`config.mk`:
```
export PLATFORM = sky130hd
export DESIGN_NAME = instr_sequencer_flat
export DESIGN_NICKNAME = d
export VERILOG_FILES = /design/src/rtl/cpu_pkg.sv /design/src/rtl/instr_sequencer_if.sv /design/src/rtl/instr_sequencer_store.sv /design/src/rtl/instr_sequencer.sv /design/src/flat_wrapper.sv
export SDC_FILE = /design/constraint.sdc
export NUM_CORES = 1
export LEC_CHECK = 0
export CORE_UTILIZATION = 45
export DETAILED_ROUTE_END_ITERATION = 10
export PLACE_DENSITY = 0.67
export SETUP_SLACK_MARGIN = 0.05
export SYNTH_ARGS = -nofsm -noshare
export SYNTH_HDL_FRONTEND = slang
export SYNTH_SLANG_ARGS = --single-unit
```
`constraint.sdc`:
```
create_clock -name clk -period 3.4 [get_ports clk]
set_input_delay 1.02 -clock clk [delete_from_list [all_inputs] [get_ports clk]]
set_output_delay 1.02 -clock clk [all_outputs]
set_load 0.02 [all_outputs]
```
`src/rtl/cpu_pkg.sv`:
```
// Shared CPU-side types for the instruction sequencer: instruction width,
// instruction word type and sequencer FSM states.
package cpu_pkg;

    localparam int IW = 19;

    typedef logic [IW-1:0] instr_t;

    typedef enum logic [1:0] {
        IDLE = 2'd0,
        RUN  = 2'd1,
        DONE = 2'd2
    } seq_state_t;

endpackage

```
`src/rtl/instr_sequencer_if.sv`:
```
// Load/control/issue bundle between the instruction sequencer and its
// neighbours; master drives loads and control, slave is the sequencer.
interface instr_sequencer_if #(
    parameter int DEPTH = 16,
    parameter int IW    = cpu_pkg::IW
);
    localparam int AW = $clog2(DEPTH);
    localparam int CW = $clog2(DEPTH + 1);

    logic          load_valid;
    logic          load_ready;
    logic [IW-1:0] load_instr;
    logic          start;
    logic          halt;
    logic          clear;
    logic [IW-1:0] instruction;
    logic          instr_valid;
    logic [AW-1:0] pc;
    logic [CW-1:0] count;
    logic          busy;
    logic          done;

    modport master (
        output load_valid, load_instr, start, halt, clear,
        input  load_ready, instruction, instr_valid, pc, count, busy, done
    );

    modport slave (
        input  load_valid, load_instr, start, halt, clear,
        output load_ready, instruction, instr_valid, pc, count, busy, done
    );

endinterface

```
`src/rtl/instr_sequencer_store.sv`:
```
// Program store: DEPTH x IW register array, one synchronous write port and
// one asynchronous read port. Contents are deliberately not reset.
module instr_store #(
    parameter  int DEPTH = 16,
    parameter  int IW    = cpu_pkg::IW,
    localparam int AW    = $clog2(DEPTH)
) (
    input  logic          clk,
    input  logic          we_i,
    input  logic [AW-1:0] waddr_i,
    input  logic [IW-1:0] wdata_i,
    input  logic [AW-1:0] raddr_i,
    output logic [IW-1:0] rdata_o
);

    logic [IW-1:0] mem_q [DEPTH];

    always_ff @(posedge clk) begin
        if (we_i) begin
            mem_q[waddr_i] <= wdata_i;
        end
    end

    assign rdata_o = mem_q[raddr_i];

endmodule

```
`src/rtl/instr_sequencer.sv`:
```
// Instruction sequencer: loads a small program, then issues it one word per
// clock to the CPU. Define INSTR_SEQ_LOOP_EN to repeat the program until halt.
module instr_sequencer
    import cpu_pkg::*;
#(
    parameter int DEPTH = 16,
    parameter int IW    = cpu_pkg::IW
) (
    input  logic               clk,
    input  logic               rst_n,
    instr_sequencer_if.slave   bus
);

    localparam int AW = $clog2(DEPTH);
    localparam int CW = $clog2(DEPTH + 1);
    localparam logic [CW-1:0] DEPTH_C = CW'(DEPTH);
    localparam logic [CW-1:0] ONE_C   = CW'(1);

    seq_state_t    state_q;
    logic [CW-1:0] pc_q;
    logic [CW-1:0] count_q;
    logic [IW-1:0] instr_q;
    logic          vld_q;

    logic          load_ready;
    logic          load_fire;
    logic          more;
    logic          launch;
    logic [AW-1:0] raddr;
    logic [IW-1:0] rdata;

    // pc is one bit wider than an address so pc==count==DEPTH is representable.
    assign more       = (pc_q < count_q);
    assign load_ready = (state_q == IDLE) && (count_q < DEPTH_C) && !bus.start && !bus.clear;
    assign load_fire  = bus.load_valid && load_ready;
    assign launch     = bus.start && (count_q != '0);

    // Outside an in-range RUN fetch the read port points at slot 0, which
    // serves both the first issue after start and the loop wrap.
    assign raddr = (state_q == RUN && more) ? pc_q[AW-1:0] : '0;

    instr_store #(
        .DEPTH (DEPTH),
        .IW    (IW)
    ) u_store (
        .clk     (clk),
        .we_i    (load_fire),
        .waddr_i (count_q[AW-1:0]),
        .wdata_i (bus.load_instr),
        .raddr_i (raddr),
        .rdata_o (rdata)
    );

    always_ff @(posedge clk or negedge rst_n) begin
        if (!rst_n) begin
            state_q <= IDLE;
            pc_q    <= '0;
            count_q <= '0;
            instr_q <= '0;
            vld_q   <= 1'b0;
        end else begin
            case (state_q)
                IDLE: begin
                    if (bus.clear) begin
                        count_q <= '0;
                    end else if (launch) begin
                        state_q <= RUN;
                        instr_q <= rdata;
                        vld_q   <= 1'b1;
                        pc_q    <= ONE_C;
                    end else if (load_fire) begin
                        count_q <= count_q + ONE_C;
                    end
                end
                RUN: begin
                    if (bus.halt) begin
                        vld_q   <= 1'b0;
                        pc_q    <= '0;
                        state_q <= IDLE;
                    end else if (more) begin
                        instr_q <= rdata;
                        pc_q    <= pc_q + ONE_C;
                    end else begin
`ifdef INSTR_SEQ_LOOP_EN
                        instr_q <= rdata;
                        pc_q    <= ONE_C;
`else
                        vld_q   <= 1'b0;
                        pc_q    <= '0;
                        state_q <= DONE;
`endif
                    end
                end
                DONE: begin
                    if (bus.clear) begin
                        count_q <= '0;
                        state_q <= IDLE;
                    end else if (launch) begin
                        state_q <= RUN;
                        instr_q <= rdata;
                        vld_q   <= 1'b1;
                        pc_q    <= ONE_C;
                    end
                end
                default: begin
                    state_q <= IDLE;
                    vld_q   <= 1'b0;
                    pc_q    <= '0;
                end
            endcase
        end
    end

    assign bus.load_ready  = load_ready;
    assign bus.instruction = instr_q;
    assign bus.instr_valid = vld_q;
    assign bus.pc          = pc_q[AW-1:0];
    assign bus.count       = count_q;
    assign bus.busy        = (state_q == RUN);
    assign bus.done        = (state_q == DONE);

endmodule

```
`src/flat_wrapper.sv`:
```
// flat-port wrapper written by rule: the top's interface ports become plain ports
module instr_sequencer_flat import cpu_pkg::*;
#(
    parameter int DEPTH = 16,
    parameter int IW    = cpu_pkg::IW
)
  (clk, rst_n, bus_load_valid, bus_load_instr, bus_start, bus_halt, bus_clear, bus_load_ready, bus_instruction, bus_instr_valid, bus_pc, bus_count, bus_busy, bus_done);
  instr_sequencer_if #(.DEPTH(DEPTH), .IW(IW)) bus_i ();
  input  logic clk;
  input  logic rst_n;
  input wire logic [$bits(bus_i.load_valid)-1:0] bus_load_valid;
  input wire logic [$bits(bus_i.load_instr)-1:0] bus_load_instr;
  input wire logic [$bits(bus_i.start)-1:0] bus_start;
  input wire logic [$bits(bus_i.halt)-1:0] bus_halt;
  input wire logic [$bits(bus_i.clear)-1:0] bus_clear;
  output wire logic [$bits(bus_i.load_ready)-1:0] bus_load_ready;
  output wire logic [$bits(bus_i.instruction)-1:0] bus_instruction;
  output wire logic [$bits(bus_i.instr_valid)-1:0] bus_instr_valid;
  output wire logic [$bits(bus_i.pc)-1:0] bus_pc;
  output wire logic [$bits(bus_i.count)-1:0] bus_count;
  output wire logic [$bits(bus_i.busy)-1:0] bus_busy;
  output wire logic [$bits(bus_i.done)-1:0] bus_done;
  assign bus_i.load_valid = bus_load_valid;
  assign bus_i.load_instr = bus_load_instr;
  assign bus_i.start = bus_start;
  assign bus_i.halt = bus_halt;
  assign bus_i.clear = bus_clear;
  assign bus_load_ready = bus_i.load_ready;
  assign bus_instruction = bus_i.instruction;
  assign bus_instr_valid = bus_i.instr_valid;
  assign bus_pc = bus_i.pc;
  assign bus_count = bus_i.count;
  assign bus_busy = bus_i.busy;
  assign bus_done = bus_i.done;
  instr_sequencer #(.DEPTH(DEPTH), .IW(IW)) u_core (.clk(clk), .rst_n(rst_n), .bus(bus_i));
endmodule
```
; ---- Word level (Yosys, flattened, before mapping)
; Memory sizes are Yosys's and may differ from the RTL's.
; Cells that the tools add are included.
[word_totals]
ff_bits = 32
mem_bits_rw = 304
out_inout_bits = 32
wordCells = 68
memories = 1
[classes]
addsub = 2
order_cmp = 2
eq_ne = 11
muxes = 29
n_reduce_logical = 18
[mem_list]
columns = memory, words, word_bits, rd, rd_ports_with_merged_regs, wr, line_no
row1 = u_core.u_store.mem_q, 16, 19, 1, 0, 1, instr_sequencer_store.sv:16  ; logic [IW-1:0] mem_q [DEPTH];
[ops]
columns = op, count
row1 = 19-bit 2-to-1 mux, 4
row2 = 5-bit 2-to-1 mux, 8
row3 = 19-bit case mux with 2 select lines, 1
row4 = 5-bit case mux with 2 select lines, 2
row5 = 5-bit by 1-bit adder with 5-bit output (second input constant), 2
row6 = 2-bit 2-to-1 mux, 5
row7 = 2-bit inequality test (second input constant), 4
row8 = 1-bit logical AND, 6
row9 = 1-bit 2-to-1 mux, 6
row10 = 3-bit inequality test (second input constant), 2
row11 = 2-bit case mux with 3 select lines, 1
row12 = 5-bit < comparator, 1
row13 = 5-bit < comparator (second input constant), 1
row14 = 5-bit AND reduction, 1
row15 = 5-bit nonzero test, 1
row16 = 4-bit 2-to-1 mux, 1
row17 = 2-bit by 1-bit inequality test with 1-bit output (second input constant), 2
row18 = 2-bit AND reduction, 2
row19 = 4-bit AND reduction, 1
row20 = 2-bit nonzero test, 2
row21 = 3-bit by 2-bit inequality test with 1-bit output (second input constant), 1
row22 = 3-bit AND reduction, 1
row23 = 2-bit by 1-bit == test with 1-bit output (second input constant), 1
row24 = 2-bit == test (second input constant), 1
row25 = 4 further kinds, 5

; ---- Depth between registers and ports, before layout
[depth]
depth_word = 9
ltp_mapped = 12

; ---- Cells and area by module
; A second synthesis with hierarchy kept.
[hier_totals]
hier_cells = 624
hier_area_um2 = 13062.5
[modules_own_cells]
columns = module, n_inst, cells_per_inst, area_per_inst_um2, seq_area_each_um2
row1 = instr_store, 1, 488, 11466.0, 9128.8
row2 = instr_sequencer, 1, 136, 1596.5, 800.8

; ---- Worst setup path after synthesis
; Ideal clock, no wire load.
[synth_timing]
path_type = input -> register
from = in bus_clear
to = mem u_core.u_store.mem_q[3][0], enable pin
t_arrival_ps = 3543
slack_ps = -562
stages = 6
n_path_buf = 1
cell_sequence = or2_1 nor4_2 and2_1 buf_2 nand2_1 nor3_1
[synth_via]
elab_chain_cells = 5
[synth_rtl]
columns = item, line_no
row1 = from (decl), flat_wrapper.sv:15  ; input wire logic [$bits(bus_i.clear)-1:0] bus_clear;
row2 = 1-bit logical NOT, instr_sequencer.sv:34  ; assign load_ready = (state_q == IDLE) && (count_q < DEPTH_C) && !bus.start && !bus.clear;
row3 = 1-bit logical AND, instr_sequencer.sv:34
row4 = named net bus_load_ready, flat_wrapper.sv:16  ; output wire logic [$bits(bus_i.load_ready)-1:0] bus_load_ready;
row5 = 1-bit logical AND, instr_sequencer.sv:35  ; assign load_fire = bus.load_valid && load_ready;
row6 = 1-bit 2-to-1 mux, instr_sequencer_store.sv:19  ; if (we_i) begin
row7 = 1-bit 2-to-1 mux (implied by the code), instr_sequencer_store.sv:20  ; mem_q[waddr_i] <= wdata_i;
row8 = to (decl), instr_sequencer_store.sv:16
; The timed path passes the listed nets, and every way through them passes these cells.

; ---- Final worst setup path
[layout_timing]
from = in bus_clear
to = out bus_load_ready
[layout_via]
elab_chain_cells = 2
[layout_rtl]
columns = item, line_no
row1 = 1-bit logical NOT, instr_sequencer.sv:34
row2 = 1-bit logical AND, instr_sequencer.sv:34
row3 = to (decl), flat_wrapper.sv:16
; Every way passes these cells.

==> flow_summary.ini <==
[outcome]
status = finished clean

[global_route]
grtUsageTotal_pct = 20.4
grt_overflow = 0
grt_antenna_before_repair = 0
grtUsageMet1_pct = 30.1
grt_max_degree = 46
grt_util_met3_pct = 3.50
grt_pass1_wl_um = 46500
grt_pass1_vias = 7633
grt_busiest_layer = met2
use_met2_pct = 31.1

[detailed_routing]
first_pass_iters = 5
viasPerCell = 5.89
ant_nets = 0
route.vias.total = 7574
drc = 0
drtIter0Drc = 813
wire_per_inst_um = 23.7
wl_um = 30500

[sta]
drv_slew = 0
finalCritPeriodShare_pct = 94.0
setup_viol = 0
rsz0062_at_grt = no
hold_viol = 0
fmaxAchievable_mhz = 313
clock_skew_ns = 0.0268
tightest_slew_ns = 1.15
layout_min_cycle_time_ns = 3.20
maxSlewHeadroom_pct = 23.6

[clocking]
cts_buffers = 35
cts_max_path_buffers = 3
cts_sinks = 336
post_cts_buffers = 0
cts_root_buf = clkbuf_16
cts_tree = built
htreeDepth = 2
clk_latency_ns = 0.53
cts_hold_buffers = 0
clkTransAtPathRegs_ns = 0.06

[pwr]
power.leakage_nw = 5.30
power_frac_seq_pct = 49.1
comb_power_share_pct = 14.0
power.net_switching_mw = 2.45
sw_frac_of_total_pct = 24.9
p_total_mw = 9.83
ir_drop_mv = 0.293
clkPwrFrac_pct = 36.9
power_density_nw_per_um2 = 620
internal_power_mw = 7.38

[yosys]
synth_edf_count = 304
synthFlopType = edfxtp_1
synth_nets = 824
netlist_area_um2 = 13400
syn_area_per_cell_um2 = 17.0
synthTopCellsByArea = edfxtp_1 (68%), dfrtp_1 (6.0%), mux2_2 (3.2%)
async_reset_ff_share_pct = 9.52
synth_cell_types = 48
synth.top_cell.area_share_pct = 67.9
synth_area_leader_cell = edfxtp_1
synth_seq_cells = 336
synthCells = 790
ys_warn_count = 0
ys_seq_area_share_pct = 73.9

[layout]
fin_nets = 909
antenna_cells = 0
areaGrowthSynthToFinish_pct = 18.0
drive_gt1_share_pct = 20.9
final_cells = 1285

[placed_design]
io_buffer_count = 56
dp_cells = 1222
gp_congestion = 0.812
dp_hpwl_um = 18700

[worst_setup_path]
worstPathArrival_ns = 2.18
crit_chain = clkdlybuf4s50_1 -> or2_1 -> nor4_2 -> clkbuf_2
cp_data_required_time_ns = 2.38
critPathCaptureType = primary output
critPathSlowestCell = clkdlybuf4s50_1
cp_max_fo = 4
cpPeakStageDelay_ns = 0.47
cp-start-kind = input port
path_class = in2out

[floorplan]
start_util_pct = 46.3
dieArea_um2 = 30600
die_h_um = 175
die_w_um = 175
rows = 62
top_level_ports = 57
core_area_um2 = 29000

[run]
maxCapViolations = 0

[worst_hold_path]
hold_class = reg2reg
## sequential cells by signal (all words and copies together) (netlist names)
name,cells
u_core.pc_q,5
u_core.bus.instruction,19
u_core.bus.instr_valid,1
u_core.state_q,2
u_core.u_store.mem_q,304
u_core.bus.count,5
## synthesized netlist by cell type (all sizes together), types with 2 or more instances
master,instances
edfxtp,304
a221o,39
mux2,38
nand2,38
a211oi,36
a22oi,36
buf,32
dfrtp,32
inv,28
o21ai,27
clkbuf,24
nor3,24
mux2i,21
mux4,19
nor2,19
a211o,18
ha,9
a21oi,5
and2,5
nand3,4
nor2b,4
a221oi,2
a32o,2
nand2b,2
o211ai,2
o21a,2
o221ai,2
or2,2
## cells by family after synthesis
group	share of synthesized area, %
AO/OA/AOI/OAI	10.8
XOR/XNOR	0.130
adder cells (fa/ha/maj)	0.838
buffers and inverters	2.94
flip-flops	73.9
multiplexers	7.93
AND/OR/NAND/NOR	3.45
## power groups by stage
stage,sequential [mW],combinational (mW),clock [mW]
final,4.83,1.38,3.62
after global routing,4.84,1.48,3.84
after CTS,4.82,1.39,3.68
after detailed placement,4.91,1.38,0
after global placement,4.91,1.36,0
after floorplan,4.96,0.700,0
## final timing paths
| kind | from | depth (start not counted) | to | slack (ns) |
|---|---|---|---|---|
| min | u_core.bus.instruction[9] | 1 | u_core.bus.instruction[9] | 0.49 |
| min reg2reg | u_core.bus.instruction[9] | 1 | u_core.bus.instruction[9] | 0.49 |
| max | bus_clear | 4 | bus_load_ready | 0.20 |
| min in group asynchronous | rst_n | 1 | u_core.bus.count[4] | 0.60 |
| max in group asynchronous | rst_n | 1 | u_core.pc_q[0] | 2.15 |
| max reg2reg | u_core.bus.count[2] | 10 | u_core.bus.instruction[13] | 0.46 |
## routing by layer
metal	part of all wire, %	up-vias
met5	0	-
met2	47	283
met3	6.4	42
met4	2.2	0
li1	-	3344
met1	45	3905
## per-stage QoR
step	hold slack [ns]	cell area, um^2	util (%)	worst slack [ns]	setup TNS, ns
after global placement	0.486	14800	50.9	-0.188	-0.188
after floorplan	0.498	13500	-	-0.0700	-4.78
final	0.493	15900	54.7	0.204	0
after detailed placement	0.479	14800	50.9	-0.230	-0.230
after CTS	0.495	15900	54.7	0.0546	0
after global routing	0.519	15900	54.7	0.154	0
## layout make-up
cell class              instances  area (um^2)
inverters                      28          105
clock buffers                  48         1020
repair buffers                104         1050
fillers                      2308        13100
clock inverters                15         86.3
well taps                     384          480
flip-flops and latches        336         9940
multi-input cells             370         3190
## repair_timing
| action | CTS | global route |
|---|---|---|
| gates cloned | 0 | 0 |
| gates resized for setup | 1 | 3 |
| endpoints found under the setup margin | 1 | 1 |
## placed cells by master (no fill, tap or decap), types with 27 or more instances in the layout
cell type,count
edfxtp_1,304
clkdlybuf4s50_1,54
a221o_1,39
nand2_1,38
mux2_2,38
buf_4,37
a22oi_1,36
a211oi_1,36
clkbuf_16,36
dfrtp_1,29
inv_1,28
o21ai_0,27
## worst max-delay path: cells and delay by family
kind,cells,cell delay (ns)
buf+inv,2,0.69
simple gates,2,0.47
Power figures use the tool's default switching activity.
